### src/rtl/row_hq_serializer_pkg.sv
// Shared constants, state encoding and beat-to-row mapping for the row-H serializer.
package row_hq_serializer_pkg;

    localparam int unsigned CHUNK_W = 16;
    localparam int unsigned NROWS   = 4;
    localparam int unsigned NBEATS  = 2 * NROWS;
    localparam int unsigned ROW_W   = 2 * CHUNK_W;
    localparam int unsigned CNT_W   = 3;

    localparam logic [CNT_W-1:0] LAST_BEAT = CNT_W'(NBEATS - 1);

    typedef enum logic {
        IDLE = 1'b0,
        SEND = 1'b1
    } state_t;

    // Two beats per row: beat k carries row k>>1, high half on even k.
    function automatic logic [1:0] beat_row(input logic [CNT_W-1:0] k);
        return k[CNT_W-1:1];
    endfunction

    function automatic logic beat_is_hi(input logic [CNT_W-1:0] k);
        return ~k[0];
    endfunction

endpackage

### src/rtl/row_hq_serializer_lane.sv
// One serial lane: captures four rows and presents one registered 16-bit beat per advance.
module row_lane_ser
    import row_hq_serializer_pkg::*;
(
    input  logic                            clk,
    input  logic                            rst,
    input  logic                            capture,
    input  logic                            advance,
    input  logic                            clear,
    input  logic [CNT_W-1:0]                next_beat,
    input  logic [NROWS-1:0][ROW_W-1:0]     rows,
    output logic [CHUNK_W-1:0]              beat
);

    logic [NROWS-1:0][ROW_W-1:0] cap;
    logic [ROW_W-1:0]            sel_row;

    always_comb begin
        sel_row = cap[beat_row(next_beat)];
    end

    // Beat 0 comes straight from the inputs since the capture registers load on the same edge.
    always_ff @(posedge clk or negedge rst) begin
        if (!rst) begin
            cap  <= '0;
            beat <= '0;
        end else if (capture) begin
            cap  <= rows;
            beat <= rows[0][ROW_W-1:CHUNK_W];
        end else if (advance) begin
            beat <= beat_is_hi(next_beat) ? sel_row[ROW_W-1:CHUNK_W] : sel_row[CHUNK_W-1:0];
        end else if (clear) begin
            beat <= '0;
        end
    end

endmodule

### src/rtl/row_hq_serializer.sv
// Row-H link transmitter: eight 16-bit beats per burst on parallel real/imag lanes.
// Optional backpressure via macro ROW_HQ_SERIALIZER_STALL_EN (adds sink_ready).
module row_hq_serializer
    import row_hq_serializer_pkg::*;
(
    input  logic                clk,
    input  logic                rst,
    input  logic                start,
`ifdef ROW_HQ_SERIALIZER_STALL_EN
    input  logic                sink_ready,
`endif
    input  logic [ROW_W-1:0]    in_rowHr0,
    input  logic [ROW_W-1:0]    in_rowHr1,
    input  logic [ROW_W-1:0]    in_rowHr2,
    input  logic [ROW_W-1:0]    in_rowHr3,
    input  logic [ROW_W-1:0]    in_rowHi0,
    input  logic [ROW_W-1:0]    in_rowHi1,
    input  logic [ROW_W-1:0]    in_rowHi2,
    input  logic [ROW_W-1:0]    in_rowHi3,
    output logic [CHUNK_W-1:0]  sdr,
    output logic [CHUNK_W-1:0]  sdi,
    output logic                sd_valid,
    output logic                sd_start,
    output logic                busy,
    output logic                finish
);

    state_t                     state;
    logic [CNT_W-1:0]           cnt;
    logic [CNT_W-1:0]           next_cnt;
    logic                       accept;
    logic                       capture;
    logic                       advance;
    logic                       clear;
    logic [NROWS-1:0][ROW_W-1:0] hr_rows;
    logic [NROWS-1:0][ROW_W-1:0] hi_rows;

`ifdef ROW_HQ_SERIALIZER_STALL_EN
    assign accept = sink_ready;
`else
    assign accept = 1'b1;
`endif

    assign next_cnt = cnt + CNT_W'(1);
    assign hr_rows  = {in_rowHr3, in_rowHr2, in_rowHr1, in_rowHr0};
    assign hi_rows  = {in_rowHi3, in_rowHi2, in_rowHi1, in_rowHi0};

    always_comb begin
        capture = (state == IDLE) && start;
        advance = (state == SEND) && accept && (cnt != LAST_BEAT);
        clear   = (state == SEND) && accept && (cnt == LAST_BEAT);
    end

    always_ff @(posedge clk or negedge rst) begin
        if (!rst) begin
            state    <= IDLE;
            cnt      <= '0;
            sd_valid <= 1'b0;
            sd_start <= 1'b0;
            busy     <= 1'b0;
            finish   <= 1'b0;
        end else begin
            case (state)
                IDLE: begin
                    finish <= 1'b0;
                    if (start) begin
                        state    <= SEND;
                        cnt      <= '0;
                        sd_valid <= 1'b1;
                        sd_start <= 1'b1;
                        busy     <= 1'b1;
                    end
                end
                SEND: begin
                    if (accept) begin
                        sd_start <= 1'b0;
                        if (cnt == LAST_BEAT) begin
                            state    <= IDLE;
                            cnt      <= '0;
                            sd_valid <= 1'b0;
                            busy     <= 1'b0;
                            finish   <= 1'b1;
                        end else begin
                            cnt <= next_cnt;
                        end
                    end
                end
                default: state <= IDLE;
            endcase
        end
    end

    row_lane_ser u_lane_r (
        .clk       (clk),
        .rst       (rst),
        .capture   (capture),
        .advance   (advance),
        .clear     (clear),
        .next_beat (next_cnt),
        .rows      (hr_rows),
        .beat      (sdr)
    );

    row_lane_ser u_lane_i (
        .clk       (clk),
        .rst       (rst),
        .capture   (capture),
        .advance   (advance),
        .clear     (clear),
        .next_beat (next_cnt),
        .rows      (hi_rows),
        .beat      (sdi)
    );

endmodule
### config.mk
export PLATFORM = sky130hd
export DESIGN_NAME = row_hq_serializer
export DESIGN_NICKNAME = d
export VERILOG_FILES = /design/src/rtl/row_hq_serializer_pkg.sv /design/src/rtl/row_hq_serializer_lane.sv /design/src/rtl/row_hq_serializer.sv
export SDC_FILE = /design/constraint.sdc
export NUM_CORES = 1
export LEC_CHECK = 0
export ABC_AREA = 1
export ABC_CLOCK_PERIOD_IN_PS = 2200
export CORE_ASPECT_RATIO = 0.6
export CORE_MARGIN = 4
export CORE_UTILIZATION = 51
export DETAILED_ROUTE_END_ITERATION = 10
export PLACE_DENSITY = 0.88
export SYNTH_ARGS = -nofsm -noshare
export SYNTH_HDL_FRONTEND = slang
export SYNTH_SLANG_ARGS = --single-unit
### constraint.sdc
create_clock -name clk -period 2.2 [get_ports clk]
set_input_delay 0.66 -clock clk [delete_from_list [all_inputs] [get_ports clk]]
set_output_delay 0.66 -clock clk [all_outputs]
set_load 0.01 [all_outputs]
Word-level counts from Yosys, hierarchy flattened
Index checks and enable logic that the tools add are counted.
Storage, ports and cells
  logic and storage cells: 50
  register bits after elaboration: 295
  output and inout bits: 36
  input port bits: 259
Operators by class
  $lt $le $gt $ge: 1
  equal/unequal tests: 4
  muxes and demuxes: 23
  add/sub/neg operators: 1
  reductions and logical operators: 5
  bitwise logic cells: 1
Operators by type and width (number)
  $bmux 32 s2: 2
  $mux 16: 7
  $mux 32: 2
  $pmux 1 s2: 4
  $mux 3: 2
  $pmux 3 s2: 1
  $mux 1: 5
  $add 3x1->3 const B: 1
  $eq 3x3->1 const B: 1
  $logic_and 1x1->1: 3
  $lt 2x3->1 const B: 1
  $ne 3x3->1 const B: 1
  $reduce_bool 3->1: 1
  $ne 2x1->1 const B: 1
  $ne 2x2->1 const B: 1
  $reduce_and 2->1: 1
  $not 1->1: 1

Longest topological paths before layout
  depth after elaboration: 6
  gate-level depth with buffers: 10
  mapped depth without buffers: 8

Modules after synthesis
Synthesis repeated with hierarchy kept, for this count alone.
Second synthesis, totals
  cells, all modules: 1824
  area total of the unflattened synthesis: 13985.9 µm²
Modules (own cells, without submodules)
  row_lane_ser: cells each 893, area each 6829.0 µm², times used 2
  row_hq_serializer: cells each 38, area each 327.8 µm², times used 1

Least setup slack after synthesis
OpenSTA, ideal clock, no wires.
  path kind: register -> register
  start: reg cnt[0]
  end: reg u_lane_i.beat[4]
  required time: 2.076 ns
  arrival time: 1.579 ns
  slack: 0.497 ns
  stages on the path, launching flop included: 10
  library setup time: 0.124 ns
  cells stage by stage: dfrtp_1 ha_1 ha_1 inv_2 buf_1 nand3_1 nand2_1 nand2_1 nand3_1 nand3_1
Between the ends
  word-level cells in the longest chain between the ends: 6
  elaborated cells on any way between the ends: 11
RTL lines
  from (decl): RTL line row_hq_serializer.sv:29  | logic [CNT_W-1:0] cnt;
  from (signal assigned): RTL line row_hq_serializer.sv:84  | cnt <= next_cnt;
  $add 3x1->3: RTL line row_hq_serializer.sv:44  | assign next_cnt = cnt + CNT_W'(1);
  $bmux 32 s2: RTL line row_hq_serializer_lane.sv:19  | sel_row = cap[beat_row(next_beat)];
  $mux 32 (implied by the code): RTL line row_hq_serializer_lane.sv:19
  $mux 16: RTL line row_hq_serializer_lane.sv:31  | beat <= beat_is_hi(next_beat) ? sel_row[ROW_W-1:CHUNK_W] : sel_row[CHUNK_W-1:0];
  $mux 16: RTL line row_hq_serializer_lane.sv:30  | end else if (advance) begin
  $mux 16: RTL line row_hq_serializer_lane.sv:27  | end else if (capture) begin
  to (signal assigned): RTL line row_hq_serializer_lane.sv:29  | beat <= rows[0][ROW_W-1:CHUNK_W];
  to (signal assigned): RTL line row_hq_serializer_lane.sv:31
  to (decl): RTL line row_hq_serializer_lane.sv:12  | output logic [CHUNK_W-1:0] beat
Several ways; a longest one is shown, not always the timed one. The select of a mux whose other input is x is not followed.
A chain may end at the register's enable or synchronous reset.

Worst setup path after layout
  start: reg u_lane_i.beat[8]
  end: out sdi[8]
RTL lines
  to (decl): RTL line row_hq_serializer.sv:21  | output logic [CHUNK_W-1:0] sdi,
No word-level cell between the ends.

==> metrics.log <==
[metrics] endpoint of the worst-slack reg-to-reg timing path: u_lane_i.beat[2]
[metrics] remaining global-route overflow: 0
[metrics] drc violations: 0
[metrics] cell internal pwr: 16.0 mW
[metrics] type of element capturing the critical path: output pin
[metrics] worst r2r src: cnt[0]
[metrics] area of the die: 29300 um2
[metrics] IO Count: 295
[metrics] post-placement worst setup slack: 0.0901 ns
[metrics] # H-tree levels: 1
[metrics] least setup slack across all paths after layout: 0.0387 ns
[metrics] cell at the slowest stage of the critical path: sky130_fd_sc_hd__clkdlybuf4s50_1
[metrics] number of setup violations in the final report: 0
[metrics] WP data required: 1.54 ns
[metrics] wire length of the first global-routing pass: 66.3 mm
[metrics] stage delay of the slowest cell on the critical path: 0.56 ns
[metrics] Top Family by Delay on Critical Path: buffers and inverters
[metrics] ratio of cells with drive above 1 in the final layout: approximately 4.8%
[metrics] number of global-route vias before repair: 13.0k
[metrics] portion of total power attributed to combinational logic: 48.8%
[metrics] total number of vias: 12.9k
[metrics] post-synthesis sequential area ratio: 54.5%
[metrics] post-synthesis sequential element count: 295
[metrics] normalized max-slew margin: around 58%
[metrics] sum of routed wire segments on met1: 17.0 mm
[metrics] total CTS buffers: 28
[metrics] antenna violations before repair: 2
[metrics] number of buffers on the longest clock path: 3
[metrics] Num Clock Sinks: 295
[metrics] count of routing violations after the opening detailed-route iteration: 1565
[metrics] share of the clock period used by the worst path: 98.2%
[metrics] YS warnings: 0
[metrics] startpoint types: flop
[metrics] Final GP Congestion: about 0.93
[metrics] fraction of power consumed by sequential logic: 33.2%
[metrics] worst min path class: in2async
[metrics] Clk Tree Root Cell: sky130_fd_sc_hd__clkbuf_16
[metrics] fin nets: around 2.3k
[metrics] Lkg Pwr: ~9 nW
[metrics] Detail Route met2 WL: 19.6 mm
[metrics] Site Rows: 45
[metrics] flop-to-flop setup slack: approximately 0.20 ns
[metrics] detailed-placement wirelength estimate: 28.6 mm
[metrics] TritonCTS clock tree: done
[metrics] crit-path max FO: 2
[metrics] Critical Path Source: u_lane_i.beat[8]
[metrics] die extent in x: 218 um
[metrics] via count normalized by instance count: 5.35
[metrics] worst-margin pin slew: 0.631 ns
[metrics] CP Cell Sequence: clkdlybuf4s50_1
[metrics] core utilization of the finished layout: 70.0%
[metrics] hold violation total from the final report: 0
[metrics] top achievable clock speed: 0.463 GHz
[metrics] WL met3: roughly 3.3 mm
[metrics] total power density per cell area: ~1600 nW/um2
[metrics] Setup TNS: 0 ns
[metrics] largest net degree at the start of global routing: 130
[metrics] effective utilization at floorplan: 52.7%
[metrics] Final ANT Viol Nets: 0
[metrics] crit path DAT: 1.50 ns
[metrics] result of the run: finished clean
[metrics] total power of the final layout: 27.9 mW
[metrics] relative contribution of the clock network to total power: 18.0%
[metrics] CP Depth: 1
[metrics] worst ir drop on vdd: 0.875 mV
[metrics] Chip Height: 134 um
[metrics] wirelength, routed: 41.2 mm
[metrics] IO buf count: 294
[metrics] kind of critical path: reg2out
[metrics] number of detailed-routing iterations run before antenna repair: 5
[metrics] max-slew violations: 0
[metrics] Avg Cell Area, Syn: around 7.6 um2
[metrics] core area: 25700 um2
[metrics] Register-to-Register Path Depth: 7
[metrics] Synth Cell Area: 13500 um2
[metrics] number of buffer and inverter instances along the worst setup path: 1
[metrics] area added between synthesis and finish: 32.7%
[metrics] Clock Skew: 0.00955 ns
[metrics] Clock transition at path regs: 0.06 ns
[metrics] Psw: around 12 mW
[metrics] Syn Nets: between 2k and 2.5k
[metrics] final critical-path required period: 2.16 ns
[metrics] max-capacitance violation count: 0
[metrics] GRT Total Usage: 28.0%
[metrics] Clk Latency, worst-skew pair: roughly 0.54 ns
[metrics] synthesized instance count: roughly 1.8k
[metrics] count of cell types in the netlist: 14
[metrics] Routed wire per std cell: ~17 um
[metrics] setup repair after global routing missed its margin: false
[metrics] uppermost routed layer: met5
[metrics] switching part of the total power: 42.8%
==> cell usage after synthesis (all sizes together) <==
library cell / n / area share, %
nand2: 863 / 24
dfrtp: 295 / 55
nand3: 224 / 8.3
inv: 138 / 3.8
o21ai: 135 / 5.0
buf: 97 / 3.6
clkbuf: 14 / 0.39
nor2: 7 / 0.27
ha: 2 / 0.18
==> cell usage in the layout, fill, tap and decap left out <==
master                              n
sky130_fd_sc_hd__dlymetal6s2s_1     5
sky130_fd_sc_hd__clkbuf_8           5
sky130_fd_sc_hd__buf_8              1
sky130_fd_sc_hd__inv_4              2
sky130_fd_sc_hd__buf_12            20
sky130_fd_sc_hd__dfrtp_1          294
sky130_fd_sc_hd__dfrtp_2            1
sky130_fd_sc_hd__diode_2            1
sky130_fd_sc_hd__nand2_1          863
sky130_fd_sc_hd__clkbuf_1           5
sky130_fd_sc_hd__inv_1            135
sky130_fd_sc_hd__inv_6              1
sky130_fd_sc_hd__inv_2              1
sky130_fd_sc_hd__dlygate4sd2_1      3
sky130_fd_sc_hd__nand3_1          224
sky130_fd_sc_hd__o21ai_0          135
sky130_fd_sc_hd__clkbuf_16         29
sky130_fd_sc_hd__buf_4             24
sky130_fd_sc_hd__clkinv_2           4
sky130_fd_sc_hd__ha_4               2
sky130_fd_sc_hd__nor2_4             3
sky130_fd_sc_hd__clkinvlp_4         2
sky130_fd_sc_hd__bufinv_16          3
sky130_fd_sc_hd__nor2_1             4
sky130_fd_sc_hd__clkdlybuf4s50_1  285
==> power groups by stage <==
stage          logic (mW)  registers [mW]  clock network (mW)
2_1_floorplan        8.80            9.10                   0
3_3_place_gp         13.1            9.21                   0
3_5_place_dp         13.5            9.31                   0
4_1_cts              13.7            9.25                5.07
5_1_grt              15.3            9.52                5.25
6_report             13.6            9.27                5.01
==> cells by family (layout without fill, tap and decap cells) <==
logic type | count (synthesis) | count (layout) | synth area share (%)
other cells | 0 | 1 | 0
simple gates | 1094 | 1094 | 32.5
flops | 295 | 295 | 54.5
compound gates | 135 | 135 | 4.99
fa+ha+maj | 2 | 2 | 0.185
buf+inv | 249 | 525 | 7.82
==> through the flow <==
stage	std cells	hold WS (ns)	instance area, um2
floorplan	1775	0.364	13500
global placement	2354	0.455	17000
detailed placement	2354	0.459	17000
CTS	2403	0.0702	18000
global route	2403	0.0919	18000
finish	2404	0.0654	18000
==> worst max path at each step <==
stage / slack, ns / end
CTS: 0.006 / sd_valid
floorplan: 0.50 / u_lane_i.beat[4]
global route: 0.006 / sdr[7]
finish: 0.04 / sdi[8]
detailed placement: 0.09 / u_lane_r.cap[21]
global placement: 0.09 / u_lane_r.cap[21]
==> layer usage <==
metal,track usage [%],vias to the layer above
li1,-,6005
met1,37.6,6112
met2,46.0,622
met3,5.95,116
met4,8.49,4
met5,0,-
==> timing repair <==
item                                    CTS  global route
endpoints found under the setup margin    3             5
pin swaps                                 0             0
gates resized for setup                   3             5
buffers inserted                          0             0
endpoints found under the hold margin     0             0
hold buffers                              0             0
==> final cells by class <==
| cell class | count | area, um2 |
|---|---|---|
| Sequential cell | 295 | 7380 |
| Tap cell | 352 | 440 |
| Clock inverter | 10 | 134 |
| Fill cell | 2059 | 7710 |
| Multi-Input combinational cell | 1231 | 5130 |
| Timing Repair Buffer | 338 | 3540 |
| Inverter | 138 | 523 |
| Antenna cell | 1 | 2.50 |
| Clock buffer | 39 | 813 |
==> sequential cells by signal, summed over array words and instances (netlist names) <==
| signal | cells |
|---|---|
| u_lane_i.cap | 128 |
| u_lane_r.cap | 128 |
| u_lane_i.beat | 16 |
| u_lane_r.beat | 16 |
| cnt | 3 |
| busy | 1 |
| finish | 1 |
| sd_start | 1 |
| state | 1 |
(Power assumes the default switching activity.)
